<file path="config.mk">
export PLATFORM = sky130hd
export DESIGN_NAME = fet_net_bank
export DESIGN_NICKNAME = d
export VERILOG_FILES = /design/src/rtl/fet_net_bank.sv
export SDC_FILE = /design/constraint.sdc
export NUM_CORES = 1
export LEC_CHECK = 0
export CORE_MARGIN = 4
export CORE_UTILIZATION = 48
export DETAILED_ROUTE_END_ITERATION = 10
export PLACE_DENSITY = 0.73
export SLEW_MARGIN = 20
export SYNTH_ARGS = -nofsm -noshare
export SYNTH_HDL_FRONTEND = slang
export SYNTH_SLANG_ARGS = --single-unit
</file>
<file path="constraint.sdc">
create_clock -name clk -period 5.1 [get_ports clk]
set_input_delay 1.02 -clock clk [delete_from_list [all_inputs] [get_ports clk]]
set_output_delay 1.02 -clock clk [all_outputs]
set_load 0.02 [all_outputs]
</file>
<file path="src/rtl/fet_net_bank.sv">
// ---------------------------------------------------------------------------
// fet_net_bank
//
// Clocked, cycle-accurate timing model of WIDTH open-drain nFET nets. Each
// channel is an nFET whose drain net is pulled up through RPU. The RC settling
// times for rising and falling edges are computed from the electrical
// parameters at elaboration time and quantised to whole clock cycles.
//
// Each channel has inertial filtering. The drain flips only after the target
// level has differed from the drain on N consecutive edges. If the target
// returns to the drain level before that, the pending transition is dropped
// and counted as a glitch.
//
// Ports:
//   clk          model clock; all state changes on the rising edge
//   rst          synchronous active-high reset
//   source       per-channel FET source level
//   gate         per-channel FET gate level
//   drain        modelled net level (registered)
//   settled      1 = channel has no transition pending (registered)
//   glitch_count saturating count of aborted transitions (registered)
// ---------------------------------------------------------------------------
module fet_net_bank #(
    parameter int  WIDTH    = 8,
    parameter real CLK_NS   = 100.0,
    parameter int  FANOUT   = 1,
    parameter int  DRIVERS  = 1,
    parameter int  RPU      = 10000,
    parameter real VCC      = 5.0,
    parameter real VTH      = 2.5,
    parameter real CISS_PF  = 50.0,
    parameter real COSS_PF  = 8.0,
    parameter real RDS      = 2.5,
    parameter int  GLITCH_W = 16
) (
    input  logic                clk,
    input  logic                rst,
    input  logic [WIDTH-1:0]    source,
    input  logic [WIDTH-1:0]    gate,
    output logic [WIDTH-1:0]    drain,
    output logic [WIDTH-1:0]    settled,
    output logic [GLITCH_W-1:0] glitch_count
);

    // The net load is every gate hanging on the net plus every drain sharing it.
    localparam real CAP_PF  = CISS_PF * FANOUT + COSS_PF * DRIVERS;
    // Rising: the net charges through the pull-up until it crosses VTH.
    localparam real RISE_NS = $ln(VCC / (VCC - VTH)) * RPU * CAP_PF / 1000.0;
    // Falling: the net discharges through the FET on-resistance down to VTH.
    localparam real FALL_NS = $ln(VCC / VTH) * RDS * CAP_PF / 1000.0;

    localparam int RISE_RAW    = $rtoi($ceil(RISE_NS / CLK_NS));
    localparam int FALL_RAW    = $rtoi($ceil(FALL_NS / CLK_NS));
    localparam int RISE_CYCLES = (RISE_RAW < 1) ? 1 : RISE_RAW;
    localparam int FALL_CYCLES = (FALL_RAW < 1) ? 1 : FALL_RAW;
    localparam int MAX_CYCLES  = (RISE_CYCLES > FALL_CYCLES) ? RISE_CYCLES : FALL_CYCLES;
    localparam int CW          = $clog2(MAX_CYCLES + 1);
    localparam int PW          = $clog2(WIDTH + 1);
    localparam int SW          = GLITCH_W + PW;

    localparam logic [CW-1:0] RISE_N = CW'(RISE_CYCLES);
    localparam logic [CW-1:0] FALL_N = CW'(FALL_CYCLES);

    logic [WIDTH-1:0]    drain_reg;
    logic [WIDTH-1:0]    settled_reg;
    logic [GLITCH_W-1:0] glitch_reg;
    logic [CW-1:0]       cnt_reg  [WIDTH];

    logic [WIDTH-1:0]    target;
    logic [WIDTH-1:0]    differ;
    logic [WIDTH-1:0]    done;
    logic [WIDTH-1:0]    abort;
    logic [WIDTH-1:0]    drain_next;
    logic [WIDTH-1:0]    settled_next;
    logic [CW-1:0]       need     [WIDTH];
    logic [CW-1:0]       cnt_inc  [WIDTH];
    logic [CW-1:0]       cnt_next [WIDTH];
    logic [GLITCH_W-1:0] glitch_next;

    genvar gi;
    generate
        for (gi = 0; gi < WIDTH; gi++) begin : g_chan
            // The net is released (high) unless the FET conducts a low source.
            assign target[gi]  = ~gate[gi] | source[gi];
            assign differ[gi]  = target[gi] ^ drain_reg[gi];
            // The transition direction is set by the target. A pending
            // transition therefore cannot reverse direction midway.
            assign need[gi]    = target[gi] ? RISE_N : FALL_N;
            assign cnt_inc[gi] = cnt_reg[gi] + 1'b1;
            assign done[gi]    = differ[gi] && (cnt_inc[gi] == need[gi]);
            assign abort[gi]   = !differ[gi] && (cnt_reg[gi] != '0);

            assign drain_next[gi]   = done[gi] ? target[gi] : drain_reg[gi];
            assign cnt_next[gi]     = (differ[gi] && !done[gi]) ? cnt_inc[gi] : '0;
            assign settled_next[gi] = !(differ[gi] && !done[gi]);
        end
    endgenerate

    // Several channels can abort on the same edge, so the glitch counter
    // adds the popcount of those aborts. It is computed wide and then clamped,
    // so it saturates instead of wrapping.
    always_comb begin
        logic [PW-1:0] pop;
        logic [SW-1:0] sum;
        pop = '0;
        for (int i = 0; i < WIDTH; i++) begin
            pop = pop + PW'(abort[i]);
        end
        sum = {{PW{1'b0}}, glitch_reg} + {{GLITCH_W{1'b0}}, pop};
        if (sum > {{PW{1'b0}}, {GLITCH_W{1'b1}}}) begin
            glitch_next = {GLITCH_W{1'b1}};
        end else begin
            glitch_next = sum[GLITCH_W-1:0];
        end
    end

    always_ff @(posedge clk) begin
        if (rst) begin
            drain_reg   <= '1;
            settled_reg <= '1;
            glitch_reg  <= '0;
            for (int i = 0; i < WIDTH; i++) begin
                cnt_reg[i] <= '0;
            end
        end else begin
            drain_reg   <= drain_next;
            settled_reg <= settled_next;
            glitch_reg  <= glitch_next;
            for (int i = 0; i < WIDTH; i++) begin
                cnt_reg[i] <= cnt_next[i];
            end
        end
    end

    assign drain        = drain_reg;
    assign settled      = settled_reg;
    assign glitch_count = glitch_reg;

endmodule

</file>
==> impl_metrics.py <==
metrics = {
    "logic_synthesis": {
        "synth_fp_nets": 390,
        "synth-edff-count": 0,
        "synth_area_leaders": "dfxtp_1 (38%), ha_1 (13%), inv_1 (5.5%)",
        "synth_seq_area_share": 0.375,
        "netlist_area_um2": 2990,
        "synth.most_common_cell": "dfxtp_1",
        "synth_cells": 337,
        "synthArstFlopShare": 0,
        "synth_top_area_share": 0.375,
        "synth_common_cells": "dfxtp_1 (56), inv_1 (44), a21oi_1 (32)",
        "yosys_warnings": 0,
        "yosys.area.top_type": "dfxtp_1",
        "avgSynthCellArea_um2": 8.87,
        "ys_ff_latch": 56,
        "ys.flop_type": "dfxtp_1",
        "synth.distinct_cells": 42,
    },
    "global_route": {
        "grt_pass1_vias": 2359,
        "grt-ovfl-total": 0,
        "grt_pass1_wl_mm": 9.98,
        "grtUsageMet1": 0.204,
        "track_usage": 0.163,
        "antenna_found_initial": 0,
        "use_met2": 0.280,
        "gr-usage-met3": 0.0397,
        "busiest_layer": "met2",
        "grt_max_degree": 21,
    },
    "pwr": {
        "powerDensity_nw_per_um2": 250,
        "p_leak_nw": 1.54,
        "irDropWorstVdd_mv": 0.162,
        "total_power_mw": 0.937,
    },
    "place": {
        "gp_congestion": 0.771,
        "pre_cts_slack_ps": -323,
        "dp_hpwl_mm": 4.34,
        "io_buffers": 49,
    },
    "floorplan": {
        "die-area_um2": 7550,
        "coreArea_um2": 5990,
        "ioPinCount": 50,
        "fp.dieW_um": 86.9,
        "rows": 28,
        "die_y_um": 86.9,
        "start_util": 0.499,
    },
    "clock_tree": {
        "clk_root_buffer_cell": "clkbuf_8",
        "cts_hold_buffers": 0,
        "clk_path_buf_depth": 2,
        "cts_buffers": 5,
        "clock_latency_ps": 300,
        "clkTransAtPathRegs_ps": 90,
        "clkSinkCount": 56,
        "tritoncts": "done",
        "h-tree-depth": 2,
    },
    "detailed_routing": {
        "vias": 2442,
        "drtAntennaViolNets": 0,
        "finalWirelength_mm": 5.74,
        "wl_per_cell_um": 12.2,
        "drt-pass1-iter-count": 4,
        "vias_per_cell": 5.18,
        "detailedRoute.firstIterationViolations": 63,
        "drcViolationCount": 0,
    },
    "worst_setup_path": {
        "slowest_stage": "fa_1",
        "cp.arrival_ps": 5160,
        "crit_required_ps": 5320,
        "critPathLaunchType": "input pin",
        "crit_type": "in2reg",
        "path_common_cell": "fa_1",
        "critPathCaptureType": "flip-flop",
        "cp_max_fo": 5,
        "cp_cell_sequence": "clkdlybuf4s50_1, nor2b_4, xnor2_1, a21oi_1, fa_1, inv_1, fa_1, inv_1, fa_1, fa_2, inv_1, fa_1, nand2b_4, a21o_1, buf_4, o31a_2, nor3_1",
        "max_stage_delay_ps": 540,
    },
    "timing": {
        "layout_worst_path_cycle_share": 0.969,
        "final.min_clock_period_ps": 4940,
        "slew_headroom": 0.585,
        "hold_violations": 0,
        "fin_ws_ps": 160,
        "final-setup-viol-count": 0,
        "fmax_mhz": 202,
        "slew_violations": 0,
        "final.setup_skew_ps": 8.09,
        "worst_pin_slew_ps": 622,
    },
    "finish": {
        "drive_gt1_frac": 0.0657,
        "nets": 448,
        "largest_reg_flops": 24,
        "antennaDiodeCount": 0,
        "syn_to_final_growth_pct": 25.5,
    },
    "status": {
        "run_status": "complete, no violations",
    },
    "worst_hold_path": {
        "hold_class": "reg2reg",
    },
    "job": {
        "max_cap_violations": 0,
    },
}
-- cell type report --
type                            instances  area [µm²]
Clock buffer                            7        96.3
Clock inverter                          1        30.0
Fill cell                             530        2240
Inverter                               44         165
Multi-Input combinational cell        231        1700
Sequential cell                        56        1120
Tap cell                               75        93.8
Timing Repair Buffer                   57         551
-- cell families (layout without fill, tap and decap cells) --
| family | Yosys count | count (layout) | share of synthesized area |
|---|---|---|---|
| buffers and inverters | 50 | 109 | 0.0657 |
| adders and majority gates | 35 | 35 | 0.159 |
| xor gates and xnor gates | 29 | 29 | 0.0850 |
| AOI/OAI and AO/OA | 87 | 87 | 0.177 |
| DFF | 56 | 56 | 0.375 |
| and+or+nand+nor | 80 | 80 | 0.138 |
-- metal layers --
metal,up-vias,part of all wire
met3,4,0.044
met1,1139,0.46
met5,-,0
li1,1256,-
met4,0,0.011
met2,43,0.48
-- layout by cell type, fill, tap and decap left out, types with 7 or more instances in the layout --
| cell | Yosys | routed |
|---|---|---|
| clkdlybuf4s50_1 | 0 | 49 |
| dfxtp_1 | 56 | 56 |
| nand2_1 | 13 | 13 |
| nor2_1 | 29 | 29 |
| o21ai_0 | 20 | 20 |
| a211oi_1 | 10 | 10 |
| a21oi_1 | 32 | 31 |
| inv_1 | 44 | 44 |
| buf_4 | 0 | 8 |
| xnor2_1 | 17 | 17 |
| clkbuf_8 | 0 | 7 |
| xor2_1 | 12 | 12 |
| ha_1 | 30 | 30 |
| nand3b_1 | 8 | 8 |
| a21boi_0 | 8 | 8 |
-- what timing repair did --
action	4_1_cts	5_1_grt
buffers inserted	0	1
endpoints found under the setup margin	0	16
resized for setup	0	6
-- path summary, 6_finish.rpt --
kind         slack (ps)                to     startpoint  depth (start not counted)
max                 160  glitch_count[12]        gate[0]                         17
min                 450     cnt_reg[0][9]  cnt_reg[0][9]                          1
max reg2reg        1080  glitch_count[12]       drain[0]                         15
min reg2reg         450     cnt_reg[0][9]  cnt_reg[0][9]                          1
-- power breakdown --
group	leakage [nW]	switching (mW)	internal, mW	total [mW]
clock network	0.0645	0.136	0.173	0.310
registers	0.455	0.0155	0.454	0.470
logic	1.02	0.0811	0.0768	0.158
-- worst max-delay path, delay by kind of cell --
kind	cells	cell delay, ps
AOI/OAI and AO/OA	3	570
xor gates and xnor gates	1	130
adders and majority gates	5	2170
buffers and inverters	5	790
and+or+nand+nor	3	450
-- metrics by stage --
stage | hold slack (ps) | area [µm²] | setup TNS (ps) | util | cells
after floorplan | 417 | 2990 | 0 | - | 337
after global placement | 429 | 3590 | -1410 | 0.600 | 462
after detailed placement | 435 | 3590 | -2780 | 0.600 | 462
after CTS | 452 | 3720 | 0 | 0.621 | 470
after global routing | 468 | 3750 | -58.4 | 0.626 | 471
final | 450 | 3750 | 0 | 0.626 | 471
(Power assumes the default switching activity.)
